File: config.mk
export PLATFORM = sky130hd
export DESIGN_NAME = rv32_irq_ctrl
export DESIGN_NICKNAME = d
export VERILOG_FILES = /design/src/rtl/rv32_irq_ctrl.sv
export SDC_FILE = /design/constraint.sdc
export NUM_CORES = 1
export LEC_CHECK = 0
export ABC_AREA = 1
export ABC_CLOCK_PERIOD_IN_PS = 8300
export CORE_ASPECT_RATIO = 1.25
export CORE_MARGIN = 1
export CORE_UTILIZATION = 56
export DETAILED_ROUTE_END_ITERATION = 12
export PLACE_DENSITY_LB_ADDON = 0.05
export SLEW_MARGIN = 25
export SYNTH_ARGS = -nofsm -noshare
export SYNTH_HDL_FRONTEND = slang
export SYNTH_SLANG_ARGS = --single-unit
File: constraint.sdc
create_clock -name clk -period 8.3 [get_ports clk]
set_input_delay 1.66 -clock clk [delete_from_list [all_inputs] [get_ports clk]]
set_output_delay 1.66 -clock clk [all_outputs]
set_load 0.03 [all_outputs]
File: src/rtl/rv32_irq_ctrl.sv
// Interrupt controller plus machine timer: per-source pending/enable/priority, claim/complete, 64-bit mtime/mtimecmp.
// Latency: bus_rdata one cycle after bus_rstrb; meip one cycle after a source becomes eligible; mtip registered compare.
// Backpressure: none; every strobe completes in its cycle, read data holds until the next read.
module rv32_irq_ctrl #(
  parameter int                 NUM_SRC   = 8,
  parameter int                 PRIO_BITS = 3,
  parameter logic [NUM_SRC-1:0] EDGE_MASK = '0,
  parameter int                 TICK_DIV  = 1
) (
  input  logic               clk,
  input  logic               rst,
  input  logic [NUM_SRC-1:0] irq_src,
  input  logic [7:0]         bus_addr,
  input  logic [31:0]        bus_wdata,
  input  logic               bus_wstrb,
  input  logic               bus_rstrb,
  output logic [31:0]        bus_rdata,
  output logic               meip,
  output logic               mtip
);

  // Word addresses (byte address >> 2)
  localparam logic [5:0] W_PEND  = 6'h00;
  localparam logic [5:0] W_EN    = 6'h01;
  localparam logic [5:0] W_THR   = 6'h02;
  localparam logic [5:0] W_CLAIM = 6'h03;
  localparam logic [5:0] W_MLO   = 6'h04;
  localparam logic [5:0] W_MHI   = 6'h05;
  localparam logic [5:0] W_CLO   = 6'h06;
  localparam logic [5:0] W_CHI   = 6'h07;
  localparam logic [5:0] W_PRIO0 = 6'h10;
  localparam logic [15:0] PRESC_MAX = 16'(TICK_DIV - 1);

  logic [NUM_SRC-1:0]                pending_q, pending_d;
  logic [NUM_SRC-1:0]                in_service_q, in_service_d;
  logic [NUM_SRC-1:0]                enable_q, enable_d;
  logic [NUM_SRC-1:0]                irq_prev_q, irq_prev_d;
  logic [PRIO_BITS-1:0]              threshold_q, threshold_d;
  logic [NUM_SRC-1:0][PRIO_BITS-1:0] prio_q, prio_d;
  logic [63:0]                       mtime_q, mtime_d;
  logic [63:0]                       mtimecmp_q, mtimecmp_d;
  logic [15:0]                       presc_q, presc_d;
  logic [31:0]                       rdata_q, rdata_d;
  logic                              meip_q, meip_d;
  logic                              mtip_q, mtip_d;

  logic [5:0]           word;
  logic [5:0]           prio_off;
  logic [NUM_SRC-1:0]   elig;
  logic [NUM_SRC-1:0]   win_oh;
  logic [NUM_SRC-1:0]   set_vec;
  logic [PRIO_BITS-1:0] win_prio;
  logic [4:0]           win_id;
  logic                 win_found;
  logic                 claim;
  logic [31:0]          rd_val;
  logic                 unused_addr_bits;

  assign word             = bus_addr[7:2];
  assign prio_off         = word - W_PRIO0;
  assign unused_addr_bits = ^bus_addr[1:0];

  // Arbitration: highest priority among eligible sources; strict '>' keeps ties on the lowest index
  always_comb begin
    elig      = '0;
    win_oh    = '0;
    win_prio  = '0;
    win_id    = '0;
    win_found = 1'b0;
    for (int i = 0; i < NUM_SRC; i++) begin
      elig[i] = pending_q[i] & enable_q[i] & (prio_q[i] > threshold_q);
      if (elig[i] && (!win_found || (prio_q[i] > win_prio))) begin
        win_found = 1'b1;
        win_prio  = prio_q[i];
        win_id    = 5'(i + 1);
        win_oh    = '0;
        win_oh[i] = 1'b1;
      end
    end
  end

  // Read mux; values are pre-write state, so a simultaneous write returns the old contents
  always_comb begin
    rd_val = '0;
    case (word)
      W_PEND:  rd_val = 32'(pending_q);
      W_EN:    rd_val = 32'(enable_q);
      W_THR:   rd_val = 32'(threshold_q);
      W_CLAIM: rd_val = 32'(win_id);
      W_MLO:   rd_val = mtime_q[31:0];
      W_MHI:   rd_val = mtime_q[63:32];
      W_CLO:   rd_val = mtimecmp_q[31:0];
      W_CHI:   rd_val = mtimecmp_q[63:32];
      default: begin
        for (int i = 0; i < NUM_SRC; i++) begin
          if ((word >= W_PRIO0) && (prio_off == 6'(i))) rd_val = 32'(prio_q[i]);
        end
      end
    endcase
  end

  // Next-state: pending/in-service bookkeeping, register writes, timer and output registers
  always_comb begin
    irq_prev_d  = irq_src;
    set_vec     = (EDGE_MASK & irq_src & ~irq_prev_q) | (~EDGE_MASK & irq_src);
    claim       = bus_rstrb && (word == W_CLAIM) && win_found;
    // Sources in service cannot re-pend; a claim in the same cycle wins over a new set
    pending_d    = pending_q | (set_vec & ~in_service_q);
    in_service_d = in_service_q;
    if (claim) begin
      pending_d    = pending_d & ~win_oh;
      in_service_d = in_service_d | win_oh;
    end
    enable_d    = enable_q;
    threshold_d = threshold_q;
    prio_d      = prio_q;
    mtimecmp_d  = mtimecmp_q;
    if (presc_q == PRESC_MAX) begin
      presc_d = '0;
      mtime_d = mtime_q + 64'd1;
    end else begin
      presc_d = presc_q + 16'd1;
      mtime_d = mtime_q;
    end
    if (bus_wstrb) begin
      case (word)
        W_EN:    enable_d    = bus_wdata[NUM_SRC-1:0];
        W_THR:   threshold_d = bus_wdata[PRIO_BITS-1:0];
        W_CLAIM: begin
          for (int i = 0; i < NUM_SRC; i++) begin
            if ((bus_wdata == 32'(i + 1)) && in_service_q[i]) in_service_d[i] = 1'b0;
          end
        end
        // An mtime write restarts the prescaler and replaces the tick of this cycle
        W_MLO: begin
          mtime_d = {mtime_q[63:32], bus_wdata};
          presc_d = '0;
        end
        W_MHI: begin
          mtime_d = {bus_wdata, mtime_q[31:0]};
          presc_d = '0;
        end
        W_CLO:   mtimecmp_d = {mtimecmp_q[63:32], bus_wdata};
        W_CHI:   mtimecmp_d = {bus_wdata, mtimecmp_q[31:0]};
        default: begin
          for (int i = 0; i < NUM_SRC; i++) begin
            if ((word >= W_PRIO0) && (prio_off == 6'(i))) prio_d[i] = bus_wdata[PRIO_BITS-1:0];
          end
        end
      endcase
    end
    rdata_d = bus_rstrb ? rd_val : rdata_q;
    meip_d  = |elig;
    mtip_d  = (mtime_q >= mtimecmp_q);
  end

  // State registers with asynchronous active-low reset
  always_ff @(posedge clk or negedge rst) begin
    if (!rst) begin
      pending_q    <= '0;
      in_service_q <= '0;
      enable_q     <= '0;
      irq_prev_q   <= '0;
      threshold_q  <= '0;
      prio_q       <= '0;
      mtime_q      <= '0;
      mtimecmp_q   <= '1;
      presc_q      <= '0;
      rdata_q      <= '0;
      meip_q       <= 1'b0;
      mtip_q       <= 1'b0;
    end else begin
      pending_q    <= pending_d;
      in_service_q <= in_service_d;
      enable_q     <= enable_d;
      irq_prev_q   <= irq_prev_d;
      threshold_q  <= threshold_d;
      prio_q       <= prio_d;
      mtime_q      <= mtime_d;
      mtimecmp_q   <= mtimecmp_d;
      presc_q      <= presc_d;
      rdata_q      <= rdata_d;
      meip_q       <= meip_d;
      mtip_q       <= mtip_d;
    end
  end

  assign bus_rdata = rdata_q;
  assign meip      = meip_q;
  assign mtip      = mtip_q;

endmodule

# == Yosys cells after proc, flatten, opt, wreduce, memory -nomap -nowiden ==
# Index checks and enable logic that the tools add are counted.
# op_classes
addsub,3
bitwise,25
muxes,59
reduce_logical,57
magnitude_cmp,17
eq_ne,24
# op_table
cell,count
case mux 32 bit (8 select lines),1
case mux 64 bit (2 select lines),2
two-way mux 32 bit,7
"== test 32 x 3 -> 1 bit, second input constant",4
two-way mux 64 bit,2
two-way mux 8 bit,9
"adder 64 x 1 -> 64 bit, second input constant",1
"== test 32 x 2 -> 1 bit, second input constant",2
>= comparator 64 bit,1
"== test 6 x 3 -> 1 bit, second input constant",8
two-way mux 16 bit,3
greater-than comparator 3 bit,15
"== test 32 x 1 -> 1 bit, second input constant",1
"== test 32 x 4 -> 1 bit, second input constant",1
two-way mux 5 bit,6
AND reduction 3 bit,10
two-way mux 3 bit,9
logical AND 1 bit,25
"== test 6 x 2 -> 1 bit, second input constant",4
two-way mux 1 bit,18
"adder 16 x 1 -> 16 bit, second input constant",1
AND 1 bit,16
AND 8 bit,2
zero test 16 bit,1
15 further kinds,36
# totals
ff_bits,229
in_bits,52
word_cells,205

# == Longest topological paths before layout ==
# Gate-level depths: netlist of the first run.
# logic_depth
word_depth,36
mapped_depth,74
ltp_nobuf,74

# == Worst setup path before layout of the first run ==
# OpenSTA, ideal clock, no wires.
# synth_timing
kind,reg2reg
start,register threshold_q[2]
end,register in_service_q[4]
arrival_time_ns,8.285
path_slack_ns,-0.113
path_stages_with_launch,68
path_buffers,0
required_ns,8.172
path_cell_list,dfrtp_1 inv_1 ha_1 nand3_1 nand2_1 inv_1 nand2_2 nor2_1 inv_1 ha_1 a21oi_1 o21ai_0 nand2_1 nand2_1 nand2_1 nand2_1 nand2_1 inv_1 [... 32 more ...] and2_1 ha_1 a21oi_1 o21ai_0 nand2_1 nand2_1 nand2_2 inv_1 nand2_1 nand2_1 ha_1 nand2_1 o21ai_0 nand2_1 o211ai_1 inv_2 a21oi_1 a21oi_1
# synth_between
elab_chain_cells,36
word_cells_on_any_way,69
classes_between,15 x order compare; 23 x mux; 9 x bitwise; 22 x reduce/logical
# synth_lines
item,line_no,rtl
"start, declared",38,"logic [PRIO_BITS-1:0] threshold_q, threshold_d;"
"start signal, assigned",177,threshold_q <= threshold_d;
greater-than comparator 3 bit,71,elig[i] = pending_q[i] & enable_q[i] & (prio_q[i] > threshold_q);
AND 1 bit,71,
two-way mux 3 bit or two-way mux 1 bit (tied branches),72,if (elig[i] && (!win_found || (prio_q[i] > win_prio))) begin
greater-than comparator 3 bit or zero test 1 bit (tied branches),72,
logical OR 1 bit,72,
logical AND 1 bit,72,
two-way mux 3 bit or two-way mux 1 bit (tied branches),72,
greater-than comparator 3 bit or zero test 1 bit (tied branches),72,
[... 21 more ...],n/a,
logical AND 1 bit,72,
two-way mux 8 bit or two-way mux 1 bit (tied branches),72,
OR 8 bit or logical AND 1 bit (tied branches),"112, 106",
two-way mux 8 bit (*),110,if (claim) begin
two-way mux 1 bit,131,if ((bus_wdata == 32'(i + 1)) && in_service_q[i]) in_service_d[i] = 1'b0;
two-way mux 8 bit,126,case (word)
two-way mux 8 bit (*),125,if (bus_wstrb) begin
named net in_service_d[4],35,"logic [NUM_SRC-1:0] in_service_q, in_service_d;"
"end signal, assigned",174,in_service_q <= in_service_d;
"end, declared",35,
# Mark *: on every way through the listed nets, which the timed path passes. The rest lies on a longest branch.
# A chain may end at the register's enable or synchronous reset.

# == Final worst setup path of the first run ==
# layout_timing
start,register prio_q[2] in the netlist's numbering
end,register pending_q[0]
# layout_between
elab_chain_cells,34
word_cells_on_any_way,57
classes_between,8 x order compare; 24 x mux; 3 x bitwise; 22 x reduce/logical
# layout_lines
item,line_no,rtl
"start, declared",39,"logic [NUM_SRC-1:0][PRIO_BITS-1:0] prio_q, prio_d;"
"start signal, assigned",178,prio_q <= prio_d;
greater-than comparator 3 bit,71,
AND 1 bit,71,
two-way mux 3 bit or two-way mux 1 bit (tied branches),72,
greater-than comparator 3 bit or zero test 1 bit (tied branches),72,
logical OR 1 bit,72,
logical AND 1 bit,72,
two-way mux 3 bit or two-way mux 1 bit (tied branches),72,
greater-than comparator 3 bit or zero test 1 bit (tied branches),72,
[... 19 more ...],n/a,
greater-than comparator 3 bit or zero test 1 bit (tied branches),72,
logical OR 1 bit,72,
logical AND 1 bit,72,
two-way mux 8 bit,72,
inverter 8 bit,111,pending_d = pending_d & ~win_oh;
AND 8 bit,111,
two-way mux 8 bit (*),110,
named net pending_d[0],34,"logic [NUM_SRC-1:0] pending_q, pending_d;"
"end signal, assigned",173,pending_q <= pending_d;
"end, declared",34,
# Marks and branches as above.

==> run summary, run 1 <==
Outcome - complete, but fails checks
Failing checks - negative setup slack
Pre-CTS setup slack - -0.474 ns
Vias in the first global route - 16799
Clk pwr share - 0.292
Initial antenna violation count - 0
Flop pwr share - 0.370
Worst setup startpoint - prio_q[2]
DP HPWL - 43.5 mm
Logic pwr share - 0.339
Final Cell Area - 19700 sq um
PD cells - 210 nW/um^2
Syn_nets - 2485
Area Growth Syn to Fin - 18.6%
Hold WS - 0.475 ns
Critical Path AT - 8.78 ns
Hold Fails Final Rpt - 0
Synthesized instance count - 2321
Finish-stage setup viols - 3
Worst setup path end - pending_q[0]
Largest net degree at the start of global routing - 119
Maximum VDD drop - 215 uV
Share of cells above drive strength 1 - 0.159
First-pass GRT wire length - 92.5 mm
Clk sink count - 229
Die area - 30400 sq um
Number of flops mapped to enable cells by yosys - 0
DIE HEIGHT - 195 um
Leak pwr - 8.79 nW
GRT Total Usage - 0.396
HP Class - reg -> reg
Setup CP Type - reg -> reg
Drt total wl - 59.9 mm
Setup WS post-layout - -0.0485 ns
Met3 WL post-DR - 3.63 mm
TritonCTS clock tree - built
Wire per inst - 21.0 um
Total gr overflow - 0
Unrepaired setup endpoints after global routing - true
CP Capture Type - flop
Residual DRC - 0
Cell row count - 70
Register area share after synthesis - 0.350
# nets final - 2605
Required @ worst endpoint - 8.73 ns
Headroom to the max-slew limit - 0.361
Highest-count cells in the layout ignoring fill and taps - nand2_1, inv_1, o21ai_0
Post-synthesis cell type count - 58
WP depth - 66
Seq cells post-synth - 229
CTS Buf Count - 26
Pre-antenna DRT Iters - 5
R2r worst-path depth - 66
Maxcap violations - 0
Worst reg2reg endpoint - pending_q[0]
Fin crit share - 1.01
CTS Buffer Depth - 3
Post-layout util - 0.674
Worst-path fanout max - 6
Psw - 1.55 mW
CP delay by family, top - simple AND/OR/NAND/NOR gates
Count of final max-slew check failures - 0
Clock Tree Root - clkbuf_16
Post-Syn Area per Cell - 7.16 sq um
CP Launch Type - flop
Top layer used by detailed routing - met4
Tot Pwr - 4.14 mW
Fmax - 120 MHz
Most used DFF post-synth - dfrtp_1
Slowest-stage cell, CP - dfrtp_1
Synth warn - 0
Routed vias/inst - 6.02
Area post-placement - 18200 sq um
1st-iter DRT viols - 1178
Bufs and invs on worst path - 7
FF-to-FF Start - prio_q[2]
Die width - 156 um
Pint - 2.59 mW
Via count - 17206
ANT nets after route - 0
Worst-path clk slew - 0.07 ns
Switch share - 0.374
Met1 wire length - 22.5 mm
CP max stage delay - 0.42 ns
CP dominant cell by count - nand2_2
Final Critical Period - 8.35 ns
Clk Latency, worst-skew pair - 0.55 ns
PortBufs - 83
GP Congestion - 1.03
CTS H-tree lvls - 1
Core area - 29300 sq um
I/O pin count - 86
Async set or reset register ratio after synthesis - 1.00
Flop-to-flop setup slack - -0.05 ns
Commonest non-fill, non-tap cell in the layout - nand2_1
DR WL met2 - 29.3 mm
Initial Util - 0.568
Skew final - 0.0120 ns
Worst slew pin tran - 0.956 ns
Mapped Area - 16600 sq um
==> worst min-delay path, cell delays in order, from the launching register on <==
cell,delay [ns]
dfrtp_1,0.34
nand2_1,0.05
nand2_1,0.05
==> synthesized netlist by cell type, drive strengths merged (36+ instances only) <==
library cell / number / share of area
nand2: 650 / 0.15
inv: 300 / 0.068
o21ai: 213 / 0.064
nor2: 169 / 0.048
dfrtp: 165 / 0.25
nand3: 142 / 0.044
ha: 112 / 0.084
a21oi: 105 / 0.032
dfstp: 64 / 0.10
nor3: 62 / 0.024
nand4: 42 / 0.017
o22ai: 42 / 0.016
buf: 36 / 0.011
==> through the flow <==
| stage | TNS, ns | instances |
|---|---|---|
| after CTS | 0 | 2847 |
| final | -0.0966 | 2857 |
| after global routing | -8.03 | 2856 |
| after floorplan | 0 | 2321 |
| after global placement | -0.642 | 2798 |
| after detailed placement | -6.71 | 2798 |
==> final cells by class <==
| cell class | instances | area [sq um] |
|---|---|---|
| antenna | 1 | 2.50 |
| tap | 396 | 495 |
| multi-input combinational | 1718 | 9920 |
| timing repair buffer | 163 | 1460 |
| clock buffer | 37 | 743 |
| sequential | 229 | 5810 |
| fill | 2587 | 9540 |
| inverter | 303 | 1150 |
| clock inverter | 10 | 130 |
==> flip-flops by register name, indices dropped and copies added (netlist names) <==
register and count:
pending_q 8, prio_q 24, bus_rdata 32, meip 1
presc_q 16, mtime_q 64, in_service_q 8, threshold_q 3
enable_q 8, mtimecmp_q 64, mtip 1
==> timing repair <==
| action | 4_1_cts | 5_1_grt |
|---|---|---|
| hold endpoints to repair | 0 | 0 |
| gates resized for setup | 27 | 107 |
| setup endpoints to repair | 20 | 20 |
| pin swaps | 6 | 48 |
| setup buffers | 2 | 9 |
| hold buffers | 0 | 0 |
==> worst min path at each step <==
stage                     cells past startpoint  slack [ns]             from         endpoint
after detailed placement                      2        0.46    bus_rdata[31]    bus_rdata[31]
final                                         2        0.48    bus_rdata[19]    bus_rdata[19]
after floorplan                               1        0.45  in_service_q[7]  in_service_q[7]
after global placement                        2        0.46    bus_rdata[22]    bus_rdata[22]
after global routing                          2        0.49    bus_rdata[20]    bus_rdata[20]
after CTS                                     2        0.48    bus_rdata[31]    bus_rdata[31]
==> per-layer routing <==
layer,vias up,global-route usage
li1,7980,-
met2,822,0.681
met3,242,0.0482
met4,0,0.266
met5,-,0
met1,8162,0.460
==> power by group through the flow <==
stage / combinational, mW / clock (mW) / sequential [mW]
6_report: 1.40 / 1.21 / 1.53
3_5_place_dp: 1.22 / 0 / 1.53
3_3_place_gp: 1.17 / 0 / 1.52
4_1_cts: 1.26 / 1.21 / 1.52
5_1_grt: 1.57 / 1.26 / 1.55
2_1_floorplan: 0.812 / 0 / 1.48
==> kinds of logic (layout without fill, tap and decap cells) <==
group	count (synthesis)	after routing	synth area share
AO/OA/AOI/OAI	460	460	0.158
XOR/XNOR	41	41	0.0216
adder cells (fa/ha/maj)	112	112	0.0843
buffers and inverters	374	513	0.0878
flip-flops	229	229	0.350
other	0	1	0
AND/OR/NAND/NOR	1105	1105	0.299
(Power assumes the default switching activity.)
==> run 2: changes to the inputs <==
--- a/config.mk
+++ b/config.mk
@@ -10,6 +10,7 @@
 export CORE_ASPECT_RATIO = 1.25
 export CORE_MARGIN = 1
 export CORE_UTILIZATION = 56
+export CTS_BUF_LIST = sky130_fd_sc_hd__clkbuf_16
 export DETAILED_ROUTE_END_ITERATION = 12
 export PLACE_DENSITY_LB_ADDON = 0.05
 export SLEW_MARGIN = 25
==> run 2 against run 1 <==
Effect of this change:
- the run now ends clean
- clock skew grew 0.00055 ns
- die area unchanged
- first-iteration DRC count up 7.2%
- count of clock-buffer cells in the layout decreased by 10
- via count decreased by 0.52%
- sequential power about the same
- worst setup slack gained 0.12 ns
- power shrank 0.97%
- cell count is the same
- core utilization shrank 0.13 points
- cell area shrank 0.19%
- register-to-register slack better by 0.12 ns
- critical endpoint unchanged
==> run summary, run 2 (synthesis results as in run 1) <==
DIE HEIGHT - 195 um (unchanged)
Residual DRC - 0 (unchanged)
Fill count - 2593 (was 2587)
Drt total wl - 59.8 mm (was 59.9 mm)
Final Cell Area - 19700 sq um (about the same)
Setup WS post-layout - 0.0735 ns (was -0.0485 ns)
HP Class - reg -> reg (unchanged)
Initial antenna violation count - 0 (unchanged)
Clock Tree Root - clkbuf_16 (unchanged)
CTS Buf Count - 26 (unchanged)
Fin crit share - 0.991 (was 1.01)
Bufs and invs on worst path - 7 (unchanged)
Setup CP Type - reg -> reg (unchanged)
CTS Buffer Depth - 3 (unchanged)
Maximum VDD drop - 212 uV (was 215 uV)
Count of final max-slew check failures - 0 (unchanged)
CP Launch Type - flop (unchanged)
Worst slew pin tran - 0.944 ns (was 0.956 ns)
Initial Util - 0.568 (unchanged)
CP Capture Type - flop (unchanged)
Clk Latency, worst-skew pair - 0.55 ns (about the same)
Largest net degree at the start of global routing - 119 (unchanged)
I/O pin count - 86 (unchanged)
Slowest-stage cell, CP - dfrtp_1 (unchanged)
DP HPWL - 43.5 mm (unchanged)
Core area - 29300 sq um (unchanged)
GRT Total Usage - 0.396 (about the same)
CP max stage delay - 0.42 ns (about the same)
Area post-placement - 18200 sq um (unchanged)
Total gr overflow - 0 (unchanged)
Vias in the first global route - 16795 (was 16799)
PortBufs - 83 (unchanged)
Worst-path fanout max - 6 (unchanged)
Headroom to the max-slew limit - 0.355 (was 0.361)
Cell row count - 70 (unchanged)
Highest-count cells in the layout ignoring fill and taps - nand2_1, inv_1, o21ai_0 (unchanged)
Critical Path AT - 8.66 ns (was 8.78 ns)
TritonCTS clock tree - built (unchanged)
Die area - 30400 sq um (unchanged)
CP delay by family, top - simple AND/OR/NAND/NOR gates (unchanged)
Pre-CTS setup slack - -0.474 ns (unchanged)
CTS H-tree lvls - 1 (unchanged)
Wire per inst - 20.9 um (was 21.0 um)
ANT nets after route - 0 (unchanged)
PD cells - 208 nW/um^2 (was 210 nW/um^2)
Worst-path clk slew - 0.06 ns (was 0.07 ns)
Outcome - finished, final reports clean (was complete, but fails checks)
Fmax - 122 MHz (was 120 MHz)
Commonest non-fill, non-tap cell in the layout - nand2_1 (unchanged)
First-pass GRT wire length - 92.4 mm (was 92.5 mm)
Hold Fails Final Rpt - 0 (unchanged)
Skew final - 0.0126 ns (was 0.0120 ns)
Share of cells above drive strength 1 - 0.158 (was 0.159)
Hold WS - 0.475 ns (about the same)
Maxcap violations - 0 (unchanged)
# nets final - 2606 (was 2605)
Via count - 17116 (was 17206)
Clk sink count - 229 (unchanged)
# diodes - 0 (was 1)
Area Growth Syn to Fin - 18.4% (was 18.6%)
Finish-stage setup viols - 0 (was 3)
Final Critical Period - 8.23 ns (was 8.35 ns)
GP Congestion - 1.03 (unchanged)
Routed vias/inst - 5.99 (was 6.02)
Unrepaired setup endpoints after global routing - true (unchanged)
CP dominant cell by count - nand2_2 (unchanged)
1st-iter DRT viols - 1263 (was 1178)
Required @ worst endpoint - 8.73 ns (about the same)
Leak pwr - 8.78 nW (was 8.79 nW)
Pre-antenna DRT Iters - 6 (was 5)
# hold bufs at CTS - 0 (unchanged)
Die width - 156 um (unchanged)
run 2: layer usage:
layer	GRT usage	vias to the layer above	share of wire
met5	0	-	0
met3	0.0486	242	0.063
met1	0.460	8107	0.37
li1	-	7973	-
met4	0.266	0	0.075
met2	0.680	794	0.49
run 2: stage by stage:
| step | power, mW | cells | setup TNS [ns] | util |
|---|---|---|---|---|
| after global placement | 2.70 | 2798 | -0.642 | 0.621 |
| after CTS | 3.95 | 2846 | 0 | 0.655 |
| after global routing | 4.34 | 2857 | -5.99 | 0.673 |
| after floorplan | 2.29 | 2321 | 0 | - |
| after detailed placement | 2.75 | 2798 | -6.71 | 0.621 |
| final | 4.10 | 2857 | 0 | 0.673 |
run 2: layout make-up:
cell class	count	area, sq um	share of cell area
timing repair buffer	164	1460	0.0743
sequential	229	5810	0.295
tap	396	495	0.0252
multi-input combinational	1718	9910	0.504
inverter	303	1150	0.0585
clock inverter	20	168	0.00852
clock buffer	27	676	0.0343
run 2: tightest hold or removal path: stages, from the launching register on:
cell     delay (ns)
dfrtp_1        0.34
nand2_1        0.05
nand2_1        0.05
run 2: report_power, final:
part,internal [mW],switching (mW)
clock network,0.677,0.491
registers,1.32,0.211
logic,0.558,0.842
total,2.55,1.54
run 2: worst paths after layout:
check | start | to | slack, ns | depth (start not counted)
setup / recovery | prio_q[2] | pending_q[0] | 0.07 | 66
hold / removal | bus_rdata[19] | bus_rdata[19] | 0.48 | 2
setup reg to reg | prio_q[2] | pending_q[0] | 0.07 | 66
hold reg to reg | bus_rdata[19] | bus_rdata[19] | 0.48 | 2
max in group asynchronous | rst | prio_q[16] | 6.01 | 2
min in group asynchronous | rst | mtime_q[60] | 1.12 | 1
run 2: what timing repair did:
item,4_1_cts,5_1_grt
setup endpoints to repair,20,20
pin swaps,6,56
setup buffers,1,11
gates resized for setup,28,105
hold endpoints to repair,0,0
==> run 3: changes to the inputs <==
--- a/config.mk
+++ b/config.mk
@@ -8,10 +8,11 @@
 export ABC_AREA = 1
 export ABC_CLOCK_PERIOD_IN_PS = 8300
 export CORE_ASPECT_RATIO = 1.25
-export CORE_MARGIN = 1
+export CORE_MARGIN = 4
 export CORE_UTILIZATION = 56
 export CTS_BUF_LIST = sky130_fd_sc_hd__clkbuf_16
 export DETAILED_ROUTE_END_ITERATION = 12
+export GPL_TIMING_DRIVEN = 0
 export PLACE_DENSITY_LB_ADDON = 0.05
 export SLEW_MARGIN = 25
 export SYNTH_ARGS = -nofsm -noshare
==> run 3 against run 2 <==
Effect of this change:
- the flow now finishes with violations (negative setup slack)
- first-iteration DRC count up 90%
- clock skew up 0.0047 ns
- sequential share of layout area down 0.60 points
- critical path type unchanged
==> run summary, run 3 (synthesis results as in run 1) <==
Drt total wl - 74.2 mm (was 59.8 mm)
Wire per inst - 25.5 um (was 20.9 um)
Die width - 162 um (was 156 um)
Fin crit share - 1.07 (was 0.991)
Die area - 32500 sq um (was 30400 sq um)
Tot Pwr - 4.29 mW (was 4.10 mW)
Clock Tree Root - clkbuf_16 (unchanged)
Hold path startpoint - bus_rdata[31] (was bus_rdata[19])
Register area - 5810 sq um (about the same)
CTS Buffer Depth - 3 (unchanged)
1st-iter DRT viols - 2401 (was 1263)
Via count - 18642 (was 17116)
Headroom to the max-slew limit - 0.255 (was 0.355)
FF-to-FF Start - threshold_q[2] (was prio_q[2])
Highest-count cells in the layout ignoring fill and taps - nand2_1, inv_1, o21ai_0 (unchanged)
Skew final - 0.0173 ns (was 0.0126 ns)
Worst setup startpoint - threshold_q[2] (was prio_q[2])
Cell row count - 70 (unchanged)
Worst-path clk slew - 0.07 ns (was 0.06 ns)
Area Growth Syn to Fin - 20.9% (was 18.4%)
Worst-path fanout max - 6 (unchanged)
First-pass GRT wire length - 108 mm (was 92.4 mm)
Failing checks - negative setup slack
Critical Path AT - 9.38 ns (was 8.66 ns)
CP Capture Type - flop (unchanged)
GP Congestion - 1.05 (was 1.03)
GRT Total Usage - 0.432 (was 0.396)
Setup CP Type - reg -> reg (unchanged)
Vias in the first global route - 18399 (was 16795)
Residual DRC - 0 (unchanged)
Routed vias/inst - 6.42 (was 5.99)
Commonest non-fill, non-tap cell in the layout - nand2_1 (unchanged)
Finish-stage setup viols - 20 (was 0)
CP dominant cell by count - nand2_2 (unchanged)
CTS H-tree lvls - 1 (unchanged)
Fmax - 113 MHz (was 122 MHz)
Maxcap violations - 0 (unchanged)
Worst slew pin tran - 1.11 ns (was 0.944 ns)
Core area - 29300 sq um (unchanged)
PD cells - 214 nW/um^2 (was 208 nW/um^2)
Clk Latency, worst-skew pair - 0.57 ns (was 0.55 ns)
Slowest-stage cell, CP - dfrtp_1 (unchanged)
Setup TNS - -9.76 ns (was 0 ns)
Initial antenna violation count - 1 (was 0)
# nets final - 2653 (was 2606)
Hold Fails Final Rpt - 0 (unchanged)
Leak pwr - 8.93 nW (was 8.78 nW)
Largest net degree at the start of global routing - 95 (was 119)
Initial Util - 0.568 (unchanged)
I/O pin count - 86 (unchanged)
Fill count - 2325 (was 2593)
Pre-antenna DRT Iters - 6 (unchanged)
PortBufs - 81 (was 83)
Setup WS post-layout - -0.585 ns (was 0.0735 ns)
# hold bufs at CTS - 0 (unchanged)
Count of final max-slew check failures - 0 (unchanged)
Maximum VDD drop - 209 uV (was 212 uV)
CP Launch Type - flop (unchanged)
CP max stage delay - 0.39 ns (was 0.42 ns)
TritonCTS clock tree - built (unchanged)
DP HPWL - 52.8 mm (was 43.5 mm)
DIE HEIGHT - 201 um (was 195 um)
Final Critical Period - 8.88 ns (was 8.23 ns)
Multi-input gate area - 10100 sq um (was 9910 sq um)
Total gr overflow - 0 (unchanged)
Outcome - complete, but fails checks (was finished, final reports clean)
HP Class - reg -> reg (unchanged)
Pre-CTS setup slack - -2.10 ns (was -0.474 ns)
ANT nets after route - 0 (unchanged)
Share of cells above drive strength 1 - 0.162 (was 0.158)
Clk sink count - 229 (unchanged)
Required @ worst endpoint - 8.79 ns (was 8.73 ns)
# diodes - 0 (unchanged)
Unrepaired setup endpoints after global routing - true (unchanged)
CTS Buf Count - 27 (was 26)
[run 3: cell types whose count changed in the layout (fill, tap and decap cells not counted), moves of 4 or more]
cell / change
clkbuf_1: +34
buf_2: +25
buf_4: -24
nand2_4: +15
nand2_2: -11
nand3_4: +8
buf_1: +7
nand3_2: -7
a21oi_4: +4
nand2_1: -4
[run 3: worst paths after layout]
check | to | slack, ns | cells past startpoint
hold / removal | bus_rdata[31] | 0.48 | 2
hold reg to reg | bus_rdata[31] | 0.48 | 2
setup / recovery | pending_q[0] | -0.58 | 66
min in group asynchronous | bus_rdata[23] | 1.02 | 1
max in group asynchronous | mtimecmp_q[35] | 6.44 | 2
setup reg to reg | pending_q[0] | -0.58 | 66
[run 3: worst max-delay path: cells and delay by family (launching register included)]
| family | cells | cell delay (ns) |
|---|---|---|
| DFF | 1 | 0.39 |
| buffers and inverters | 7 | 0.69 |
| AOI/OAI and AO/OA | 11 | 1.42 |
| adders and majority gates | 8 | 2.11 |
| and+or+nand+nor | 40 | 4.12 |
[run 3: metrics by stage]
step / std cells / util / hold slack [ns] / instance area (sq um)
floorplan: 2321 / - / 0.450 / 16600
global placement: 2798 / 0.613 / 0.462 / 17900
detailed placement: 2800 / 0.615 / 0.465 / 18000
CTS: 2890 / 0.672 / 0.480 / 19600
global route: 2905 / 0.687 / 0.499 / 20100
finish: 2905 / 0.687 / 0.477 / 20100
[run 3: what timing repair did]
| action | 4_1_cts | 5_1_grt |
|---|---|---|
| setup endpoints to repair | 20 | 20 |
| pin swaps | 56 | 57 |
| setup buffers | 41 | 15 |
| resized for setup | 117 | 69 |
| endpoints found under the hold margin | 0 | 0 |
[run 3: report_power, final]
| part | internal (mW) | switching (mW) | leakage [nW] |
|---|---|---|---|
| combinational | 0.584 | 0.983 | 5.73 |
| sequential | 1.32 | 0.221 | 2.76 |
| clock | 0.678 | 0.507 | 0.443 |
| total | 2.58 | 1.71 | 8.93 |
[run 3: cell type report]
| class | instances | area share |
|---|---|---|
| Multi-Input combinational cell | 1718 | 0.504 |
| Inverter | 303 | 0.0581 |
| Buffer | 71 | 0.0159 |
| Clock inverter | 22 | 0.00847 |
| Sequential cell | 229 | 0.289 |
| Tap cell | 396 | 0.0247 |
| Clock buffer | 27 | 0.0336 |
| Timing Repair Buffer | 139 | 0.0654 |
[run 3: routing by layer]
metal / vias up / global-route usage / share of wire
met5: - / 0 / 0
met4: 0 / 0.306 / 0.096
met3: 463 / 0.0902 / 0.099
met2: 1387 / 0.718 / 0.46
met1: 8705 / 0.493 / 0.34
li1: 8087 / - / -
